File: config.mk
export PLATFORM = sky130hd
export DESIGN_NAME = button_conditioner
export DESIGN_NICKNAME = d
export VERILOG_FILES = /design/src/rtl/button_pkg.sv /design/src/rtl/debounce_channel.sv /design/src/rtl/button_conditioner.sv
export SDC_FILE = /design/constraint.sdc
export NUM_CORES = 1
export LEC_CHECK = 0
export CAP_MARGIN = 10
export CORE_MARGIN = 4
export CORE_UTILIZATION = 44
export CTS_CLUSTER_SIZE = 28
export DETAILED_ROUTE_END_ITERATION = 7
export PLACE_DENSITY = 0.65
export SYNTH_ARGS = -nofsm -noshare
export SYNTH_HDL_FRONTEND = slang
export SYNTH_HIERARCHICAL = 1
export SYNTH_SLANG_ARGS = --single-unit
File: constraint.sdc
create_clock -name clk_25MHz -period 2.82 [get_ports clk_25MHz]
set_input_delay 0.282 -clock clk_25MHz [delete_from_list [all_inputs] [get_ports clk_25MHz]]
set_output_delay 0.282 -clock clk_25MHz [all_outputs]
set_load 0.02 [all_outputs]
File: src/rtl/button_pkg.sv
`default_nettype none
// ============================================================================
// Module   : button_pkg
// Brief    : Shared types, default timing constants and channel indices for
//            the push-button conditioning front end.
// Revision : 1.0 - initial release
// ============================================================================
package button_pkg;

    typedef enum logic [1:0] {
        IDLE      = 2'd0,
        HOLD_WAIT = 2'd1,
        REPEAT    = 2'd2
    } rpt_state_t;

    // Defaults assume the 25 MHz pixel clock: 10 ms, 500 ms, 125 ms.
    localparam int DEF_DEBOUNCE_CYCLES = 250000;
    localparam int DEF_REPEAT_DELAY    = 12500000;
    localparam int DEF_REPEAT_RATE     = 3125000;
    localparam int DEF_CNT_W           = 24;

    localparam int BTN_LEFT  = 0;
    localparam int BTN_RIGHT = 1;
    localparam int BTN_DROP  = 2;
    localparam int NUM_BTN   = 3;

    // True when a counter of the given width can reach cycles-1 without wrapping.
    function automatic bit cnt_fits(input int cycles, input int width);
        return (longint'(cycles) - longint'(1)) < (longint'(1) <<< width);
    endfunction

endpackage
`default_nettype wire

File: src/rtl/debounce_channel.sv
`default_nettype none
// ============================================================================
// Module   : debounce_channel
// Brief    : Two-flop synchroniser, counter debouncer and rising-edge detect
//            for one raw push-button.
// Revision : 1.0 - initial release
// ============================================================================
module debounce_channel #(
    parameter int DEBOUNCE_CYCLES = 250000,
    parameter int CNT_W           = 24
) (
    input  logic clk,
    input  logic rst,
    input  logic raw,
    output logic lvl,
    output logic press
);

    logic             r_s1;
    logic             r_s2;
    logic             r_lvl;
    logic             r_lvl_d;
    logic [CNT_W-1:0] r_cnt;

    always_ff @(posedge clk) begin
        if (rst) begin
            r_s1    <= 1'b0;
            r_s2    <= 1'b0;
            r_lvl   <= 1'b0;
            r_lvl_d <= 1'b0;
            r_cnt   <= '0;
        end else begin
            r_s1    <= raw;
            r_s2    <= r_s1;
            r_lvl_d <= r_lvl;
            // Any return to the accepted level wipes the count: no partial credit.
            if (r_s2 == r_lvl) begin
                r_cnt <= '0;
            end else if (r_cnt == CNT_W'(DEBOUNCE_CYCLES - 1)) begin
                r_lvl <= r_s2;
                r_cnt <= '0;
            end else begin
                r_cnt <= r_cnt + CNT_W'(1);
            end
        end
    end

    assign lvl   = r_lvl;
    assign press = r_lvl & ~r_lvl_d;

endmodule
`default_nettype wire

File: src/rtl/button_conditioner.sv
`default_nettype none
// ============================================================================
// Module   : button_conditioner
// Brief    : Turns three raw bouncing buttons into clean one-cycle game
//            strobes, with hold-to-repeat on left/right and drop priority.
// Revision : 1.0 - initial release
// ============================================================================
module button_conditioner
    import button_pkg::*;
#(
    parameter int DEBOUNCE_CYCLES = DEF_DEBOUNCE_CYCLES,
    parameter int REPEAT_DELAY    = DEF_REPEAT_DELAY,
    parameter int REPEAT_RATE     = DEF_REPEAT_RATE,
    parameter int CNT_W           = DEF_CNT_W
) (
    input  logic       clk_25MHz,
    input  logic       rst,
    input  logic       btn_left_raw,
    input  logic       btn_right_raw,
    input  logic       btn_drop_raw,
    input  logic       enable,
    output logic       move_left,
    output logic       move_right,
    output logic       drop_piece,
    output logic [2:0] btn_level
);

    if (!cnt_fits(DEBOUNCE_CYCLES, CNT_W) || !cnt_fits(REPEAT_DELAY, CNT_W) ||
        !cnt_fits(REPEAT_RATE, CNT_W)) begin : g_cnt_w_check
        $error("button_conditioner: CNT_W too narrow for timing parameters");
    end

    logic [NUM_BTN-1:0] w_raw;
    logic [NUM_BTN-1:0] w_lvl;
    logic [NUM_BTN-1:0] w_press;
    logic [1:0]         w_move_fire;
    logic               w_conflict;
    logic               w_drop_fire;
    logic               r_move_left;
    logic               r_move_right;
    logic               r_drop_piece;

    assign w_raw = {btn_drop_raw, btn_right_raw, btn_left_raw};

    for (genvar g = 0; g < NUM_BTN; g++) begin : g_chan
        debounce_channel #(
            .DEBOUNCE_CYCLES (DEBOUNCE_CYCLES),
            .CNT_W           (CNT_W)
        ) u_debounce (
            .clk   (clk_25MHz),
            .rst   (rst),
            .raw   (w_raw[g]),
            .lvl   (w_lvl[g]),
            .press (w_press[g])
        );
    end

    assign w_conflict  = w_lvl[BTN_LEFT] & w_lvl[BTN_RIGHT];
    assign w_drop_fire = enable & w_press[BTN_DROP];

    for (genvar g = 0; g < 2; g++) begin : g_repeat
        rpt_state_t       r_state;
        rpt_state_t       w_state_nxt;
        logic [CNT_W-1:0] r_rt;
        logic [CNT_W-1:0] w_rt_nxt;
        logic             w_fire;

        always_ff @(posedge clk_25MHz) begin
            if (rst) begin
                r_state <= IDLE;
                r_rt    <= '0;
            end else begin
                r_state <= w_state_nxt;
                r_rt    <= w_rt_nxt;
            end
        end

        always_comb begin
            w_state_nxt = r_state;
            w_rt_nxt    = r_rt;
            w_fire      = 1'b0;
            // Both directions held cancels any press; a fresh press is required afterwards.
            if (!enable || w_conflict) begin
                w_state_nxt = IDLE;
                w_rt_nxt    = '0;
            end else begin
                case (r_state)
                    IDLE: begin
                        w_rt_nxt = '0;
                        if (w_press[g]) begin
                            w_fire      = 1'b1;
                            w_state_nxt = HOLD_WAIT;
                        end
                    end
                    HOLD_WAIT: begin
                        if (!w_lvl[g]) begin
                            w_state_nxt = IDLE;
                            w_rt_nxt    = '0;
                        end else if (r_rt == CNT_W'(REPEAT_DELAY - 1)) begin
                            w_fire      = 1'b1;
                            w_state_nxt = REPEAT;
                            w_rt_nxt    = '0;
                        end else begin
                            w_rt_nxt = r_rt + CNT_W'(1);
                        end
                    end
                    REPEAT: begin
                        if (!w_lvl[g]) begin
                            w_state_nxt = IDLE;
                            w_rt_nxt    = '0;
                        end else if (r_rt == CNT_W'(REPEAT_RATE - 1)) begin
                            w_fire   = 1'b1;
                            w_rt_nxt = '0;
                        end else begin
                            w_rt_nxt = r_rt + CNT_W'(1);
                        end
                    end
                    default: begin
                        w_state_nxt = IDLE;
                        w_rt_nxt    = '0;
                    end
                endcase
            end
        end

        assign w_move_fire[g] = w_fire;
    end

    // A drop strobe masks any coincident move strobe; the move timers keep running.
    always_ff @(posedge clk_25MHz) begin
        if (rst) begin
            r_move_left  <= 1'b0;
            r_move_right <= 1'b0;
            r_drop_piece <= 1'b0;
        end else begin
            r_move_left  <= w_move_fire[BTN_LEFT]  & ~w_drop_fire;
            r_move_right <= w_move_fire[BTN_RIGHT] & ~w_drop_fire;
            r_drop_piece <= w_drop_fire;
        end
    end

    assign move_left  = r_move_left;
    assign move_right = r_move_right;
    assign drop_piece = r_drop_piece;
    assign btn_level  = w_lvl;

endmodule
`default_nettype wire

==> metrics.cfg, run 1 <==
[run_status]
status = completed

[routing]
vias = 5458
ant_nets = 0
wire_per_inst_um = 14.0
routed_wl_um = 13500
drc = 0
drt_iter0_drc = 350
via_per_inst = 5.66
dr.pass1.iters = 4

[synthesis]
synth-seq-cells = 139
yosysWarnings = 6
ys_async_sr_fraction_pct = 0
syn_nets = 780
yosys_most_used_dff = dfxtp_1
synthTopCellsByArea = dfxtp_1 (42%), xnor2_1 (7.3%), nor2_1 (4.9%)
synth_top_area_share_pct = 42.0
synthTopCellsByCount = dfxtp_1 (139), nor2_1 (86), xnor2_1 (55), nand2_1 (42)
yosysUniqueCellTypes = 58
synth_edf_count = 0
yosysMostFrequentCell = dfxtp_1
seq_area_frac_synth_pct = 42.0
syn_inst = 761
synth_top_area_cell = dfxtp_1
synth_area_um2 = 6630
synth_area_per_cell_um2 = 8.71

[cts]
post_cts_buffers = 0
cts.path.max_buffers = 2
cts.sinks = 139
cts_tree = built
cts_buffers = 17
clk_pin_slew_ns = 0.06
hold_buffers = 0
ctsRootBufferMaster = clkbuf_16
cts.repair.resized = 0
clock_latency_ns = 0.42
cts_max_level = 4

[grt]
grt_pass1_vias = 5138
gr-usage-all-layers_pct = 16.8
grt_overflow_total = 0
grt_pass1_wl_um = 23400
antenna_found_initial = 0
grt_max_degree = 25

[timing]
min_period_ns = 2.08
fmax_mhz = 480
clock_skew_ns = 0.00861
final_max_slew_viol_count = 0
rsz0062_at_grt = no
setup_viol = 0
hold_viol_final = 0
tightest_slew_ns = 0.666
max_slew_margin_pct = 55.2
tns_ns = 0
fin_crit_sh_pct = 73.9

[setup_path]
worstPathArrival_ns = 2.44
ff2ff_setup_slack_ns = 0.74
cpMaxStageDelayCell = or4_1
required_ns = 3.17
crit_path_end_kind = flip-flop
crit-reg2reg-launch = g_chan[2].u_debounce/r_cnt[0]
crit_type = reg2reg
path_depth = 5
worst_r2r_endpoint = g_chan[2].u_debounce/r_cnt[20]
cp_common_cell = or4_1
cp.buffers_inverters = 0
start_kind = flip-flop
max_stage_delay_ns = 0.67
endpoint = g_chan[2].u_debounce/r_cnt[20]
crit_family = simple AND/OR/NAND/NOR gates
worst-path-max-fanout = 7
worstPathCellList = ha_1 > nand3_1 > or4_1 > or4_1 > a21oi_1
ff2ff_path_depth = 5
cp-startpoint = g_chan[2].u_debounce/r_cnt[0]

[placed_design]
place_congestion = 0.831
hpwl_um = 9350
dp_cells = 934
numPortBuffers = 11
place_area_um2 = 6850

[floorplan]
core_um2 = 14600
dieWidth_um = 131
start_util_pct = 45.2
fp.dieArea_um2 = 17100
placementRows = 44
io_pins = 12
die-height_um = 131

[layout]
seq_area_um2 = 2780
fill_cells = 1334
multi_input_area_um2 = 3570
final_cells = 965
post-route-cell-area_um2 = 7470
final_layout_size_suffix_gt1_share_pct = 10.4
fin_nets = 788
diodes = 0
fin_util_pct = 51.0
syn2layout_area_growth_pct = 12.8

[power]
power_density_nw_per_um2 = 583
ir_drop_uv = 395
power.leakage_nw = 2.16

[run]
cap_violations = 0

[worst_hold_path]
hold_class = in2reg

cells by family after synthesis:
kind of cell | count (synthesis) | share of synthesized area, %
and+or+nand+nor | 376 | 32.1
DFF | 139 | 42.0
AOI/OAI and AO/OA | 88 | 7.99
xor gates and xnor gates | 83 | 11.0
buffers and inverters | 60 | 4.15
adders and majority gates | 13 | 2.45
muxes | 2 | 0.302
registers in the layout, summed over array words and instances (netlist names):
| signal | cells |
|---|---|
| g_repeat.r_rt | 48 |
| drop_piece | 1 |
| g_repeat.r_state | 4 |
| g_chan.u_debounce/r_s2 | 3 |
| move_right | 1 |
| g_chan.u_debounce/lvl | 3 |
| g_chan.u_debounce/r_cnt | 72 |
| g_chan.u_debounce/r_s1 | 3 |
| move_left | 1 |
| g_chan.u_debounce/r_lvl_d | 3 |
per-layer routing:
layer / up-vias / routed length, um / track usage [%]
li1: 2721 / - / -
met1: 2631 / 6380 / 21.4
met2: 89 / 6490 / 27.1
met3: 17 / 480 / 5.12
met4: 0 / 165 / 6.11
met5: - / 0 / 0
cell usage in the layout (no fill, tap or decap), types with 5 or more instances in the layout:
| cell type | synthesis | layout |
|---|---|---|
| xor2_1 | 28 | 28 |
| nand4_2 | 5 | 5 |
| nor3_1 | 26 | 26 |
| nand2_1 | 42 | 42 |
| nor4b_1 | 5 | 5 |
| and3_1 | 7 | 7 |
| inv_1 | 34 | 34 |
| nor2_2 | 22 | 22 |
| o21ai_0 | 22 | 21 |
| dfxtp_1 | 139 | 139 |
| or4_1 | 14 | 14 |
| ha_1 | 13 | 13 |
| a21oi_1 | 37 | 37 |
| nor2_1 | 86 | 86 |
| nand3_1 | 37 | 37 |
| nand4_1 | 35 | 35 |
| clkbuf_16 | 0 | 17 |
| o31ai_1 | 14 | 14 |
| nor2b_1 | 13 | 13 |
| clkdlybuf4s50_1 | 0 | 11 |
| xnor2_1 | 55 | 55 |
| or3_1 | 22 | 22 |
| nor4_1 | 29 | 29 |
worst min path at each step:
stage | start | to | slack [ns] | cells after the start
6_report | btn_drop_raw | g_chan[2].u_debounce/r_s1 | 0.41 | 2
5_1_grt | btn_drop_raw | g_chan[2].u_debounce/r_s1 | 0.39 | 2
4_1_cts | btn_drop_raw | g_chan[2].u_debounce/r_s1 | 0.39 | 2
3_5_place_dp | g_chan[2].u_debounce/r_s1 | g_chan[2].u_debounce/r_s2 | 0.43 | 1
3_3_place_gp | g_chan[2].u_debounce/r_s1 | g_chan[2].u_debounce/r_s2 | 0.42 | 1
2_1_floorplan | rst | g_chan[0].u_debounce/lvl | 0.35 | 1
final cells by class:
cell class / count / share of cell area (%)
multi-input cells: 562 / 47.7
flip-flops and latches: 139 / 37.2
clock buffers: 20 / 6.11
well taps: 184 / 3.08
clock inverters: 11 / 2.26
repair buffers: 15 / 1.87
inverters: 34 / 1.71
through the flow:
stage / hold slack (ns) / total power, mW / worst slack, ns
detailed placement: 0.427 / 2.05 / 0.743
global placement: 0.423 / 2.05 / 0.769
CTS: 0.395 / 4.40 / 0.732
finish: 0.414 / 4.35 / 0.736
floorplan: 0.351 / 2.03 / 0.864
global route: 0.392 / 4.50 / 0.546
report_power, final:
part           total [mW]  switching (mW)  internal [mW]
clock network        2.35           0.830           1.52
registers            1.97         0.00296           1.97
logic              0.0347          0.0201         0.0145
total                4.35           0.853           3.50
Power figures use the tool's default switching activity.
==> run 2: changes to the inputs <==
==> constraint.sdc (replaced) <==
create_clock -name clk_25MHz -period 2.1 [get_ports clk_25MHz]
set_input_delay 0.21 -clock clk_25MHz [delete_from_list [all_inputs] [get_ports clk_25MHz]]
set_output_delay 0.21 -clock clk_25MHz [all_outputs]
set_load 0.02 [all_outputs]
==> metrics.cfg, run 2 (same netlist as run 1, synthesis figures left out) <==
[power]
swShare_pct = 19.2
power.leakage_nw = 2.28
intPower_mw = 4.80
ir_drop_uv = 555
clock_power_share_pct = 54.5
comb_power_share_pct = 0.8
power_density_nw_per_um2 = 775
power_frac_seq_pct = 44.6
p_sw_mw = 1.14

[layout]
fill_cells = 1330
final_layout_size_suffix_gt1_share_pct = 13.0
reg.largest.list = g_chan.u_debounce/r_cnt x72, g_repeat.r_rt x48, g_repeat.r_state x4
largest_reg_flops = 72
diodes = 0
final_cell_mix = dfxtp_1 (137), nor2_1 (86), xnor2_1 (55)
post-route-cell-area_um2 = 7650
syn2layout_area_growth_pct = 15.5
fin_nets = 806
regMostFlops = g_chan.u_debounce/r_cnt
final_common_cell = dfxtp_1
final_cells = 984
fin_util_pct = 52.3

[setup_path]
worstPathArrival_ns = 2.33
required_ns = 2.45
crit_type = reg2reg
start_kind = flip-flop
worst-path-max-fanout = 3
crit_path_end_kind = flip-flop

[placed_design]
hpwl_um = 9690
place_area_um2 = 6980
dp_cells = 951
place_congestion = 0.834
numPortBuffers = 11

[floorplan]
start_util_pct = 45.2
die-height_um = 131
core_um2 = 14600
placementRows = 44
dieWidth_um = 131
io_pins = 12
fp.dieArea_um2 = 17100

[cts]
hold_buffers = 0
cts.path.max_buffers = 2
clock_latency_ns = 0.42
cts_max_level = 4
cts.sinks = 139
cts_tree = built
ctsRootBufferMaster = clkbuf_16
cts_buffers = 17
clk_pin_slew_ns = 0.06

[worst_hold_path]
hold_class = in2reg

[grt]
grt_max_degree = 25
gr-usage-all-layers_pct = 17.0
grt_pass1_wl_um = 23600
grt_pass1_vias = 5240
antenna_found_initial = 0
grt_overflow_total = 0

[routing]
routed_wl_um = 14000
vias = 5504
via_per_inst = 5.59
dr.pass1.iters = 4
wire_per_inst_um = 14.2
drc = 0
drt_iter0_drc = 379
ant_nets = 0

[timing]
hold_viol_final = 0
clock_skew_ns = 0.00646
final_max_slew_viol_count = 0
fin_crit_sh_pct = 94.6
setup_viol = 0
fmax_mhz = 504
max_slew_margin_pct = 61.8
tns_ns = 0
tightest_slew_ns = 0.567
min_period_ns = 1.99

[run]
cap_violations = 0

[run_status]
status = completed

[run 2: cell count changes in the layout (fill, tap and decap cells not counted), sizes merged]
cell      change
a2111o        +1
clkinvlp      -3
bufinv        +1
clkinv        +3
buf          +17
[run 2: area by class of cell]
type                    count  area (um2)  share of cell area [%]
multi-input cells         563        3600                    47.0
flip-flops and latches    139        2790                    36.4
repair buffers             32         268                    3.50
inverters                  34         128                    1.67
clock inverters            12         195                    2.55
clock buffers              20         447                    5.84
well taps                 184         230                    3.01
[run 2: worst max-delay path, cell delays in order, from the launching register on]
cell	delay, ns
dfxtp_1	0.37
ha_1	0.21
nand3_1	0.14
or3_2	0.54
or4_1	0.51
a21oi_1	0.15
[run 2: path summary, 6_finish.rpt]
kind,start,end,slack [ns],cells past startpoint
worst min register to register,g_chan[2].u_debounce/r_s1,g_chan[2].u_debounce/r_s2,0.44,1
worst min-delay path,btn_drop_raw,g_chan[2].u_debounce/r_s1,0.34,2
worst max-delay path,g_chan[2].u_debounce/r_cnt[1],g_chan[2].u_debounce/r_cnt[22],0.11,5
worst max register to register,g_chan[2].u_debounce/r_cnt[1],g_chan[2].u_debounce/r_cnt[22],0.11,5
[run 2: through the flow]
stage	hold WS [ns]	total power [mW]	setup slack (ns)
finish	0.343	5.93	0.114
global route	0.325	6.15	-0.0171
CTS	0.326	6.00	0.0592
detailed placement	0.432	2.76	0.0811
global placement	0.419	2.75	0.125
floorplan	0.279	2.73	0.144
[run 2: timing repair]
item	in CTS	in global routing
resized for setup	0	7
setup buffers	0	0
endpoints found under the setup margin	0	34
[run 2: power groups by stage]
stage          Clock [mW]  Combinational (mW)  Sequential, mW
2_1_floorplan           0              0.0233            2.71
3_3_place_gp            0              0.0484            2.71
3_5_place_dp            0              0.0497            2.71
4_1_cts              3.30              0.0497            2.65
5_1_grt              3.45              0.0545            2.65
6_report             3.24              0.0495            2.65
[run 2: per-layer routing]
metal,share of wire [%],track usage (%),vias up
li1,-,-,2761
met1,46,21.1,2645
met2,49,28.5,82
met3,3.2,4.07,16
met4,1.3,6.59,0
met5,0,0,-
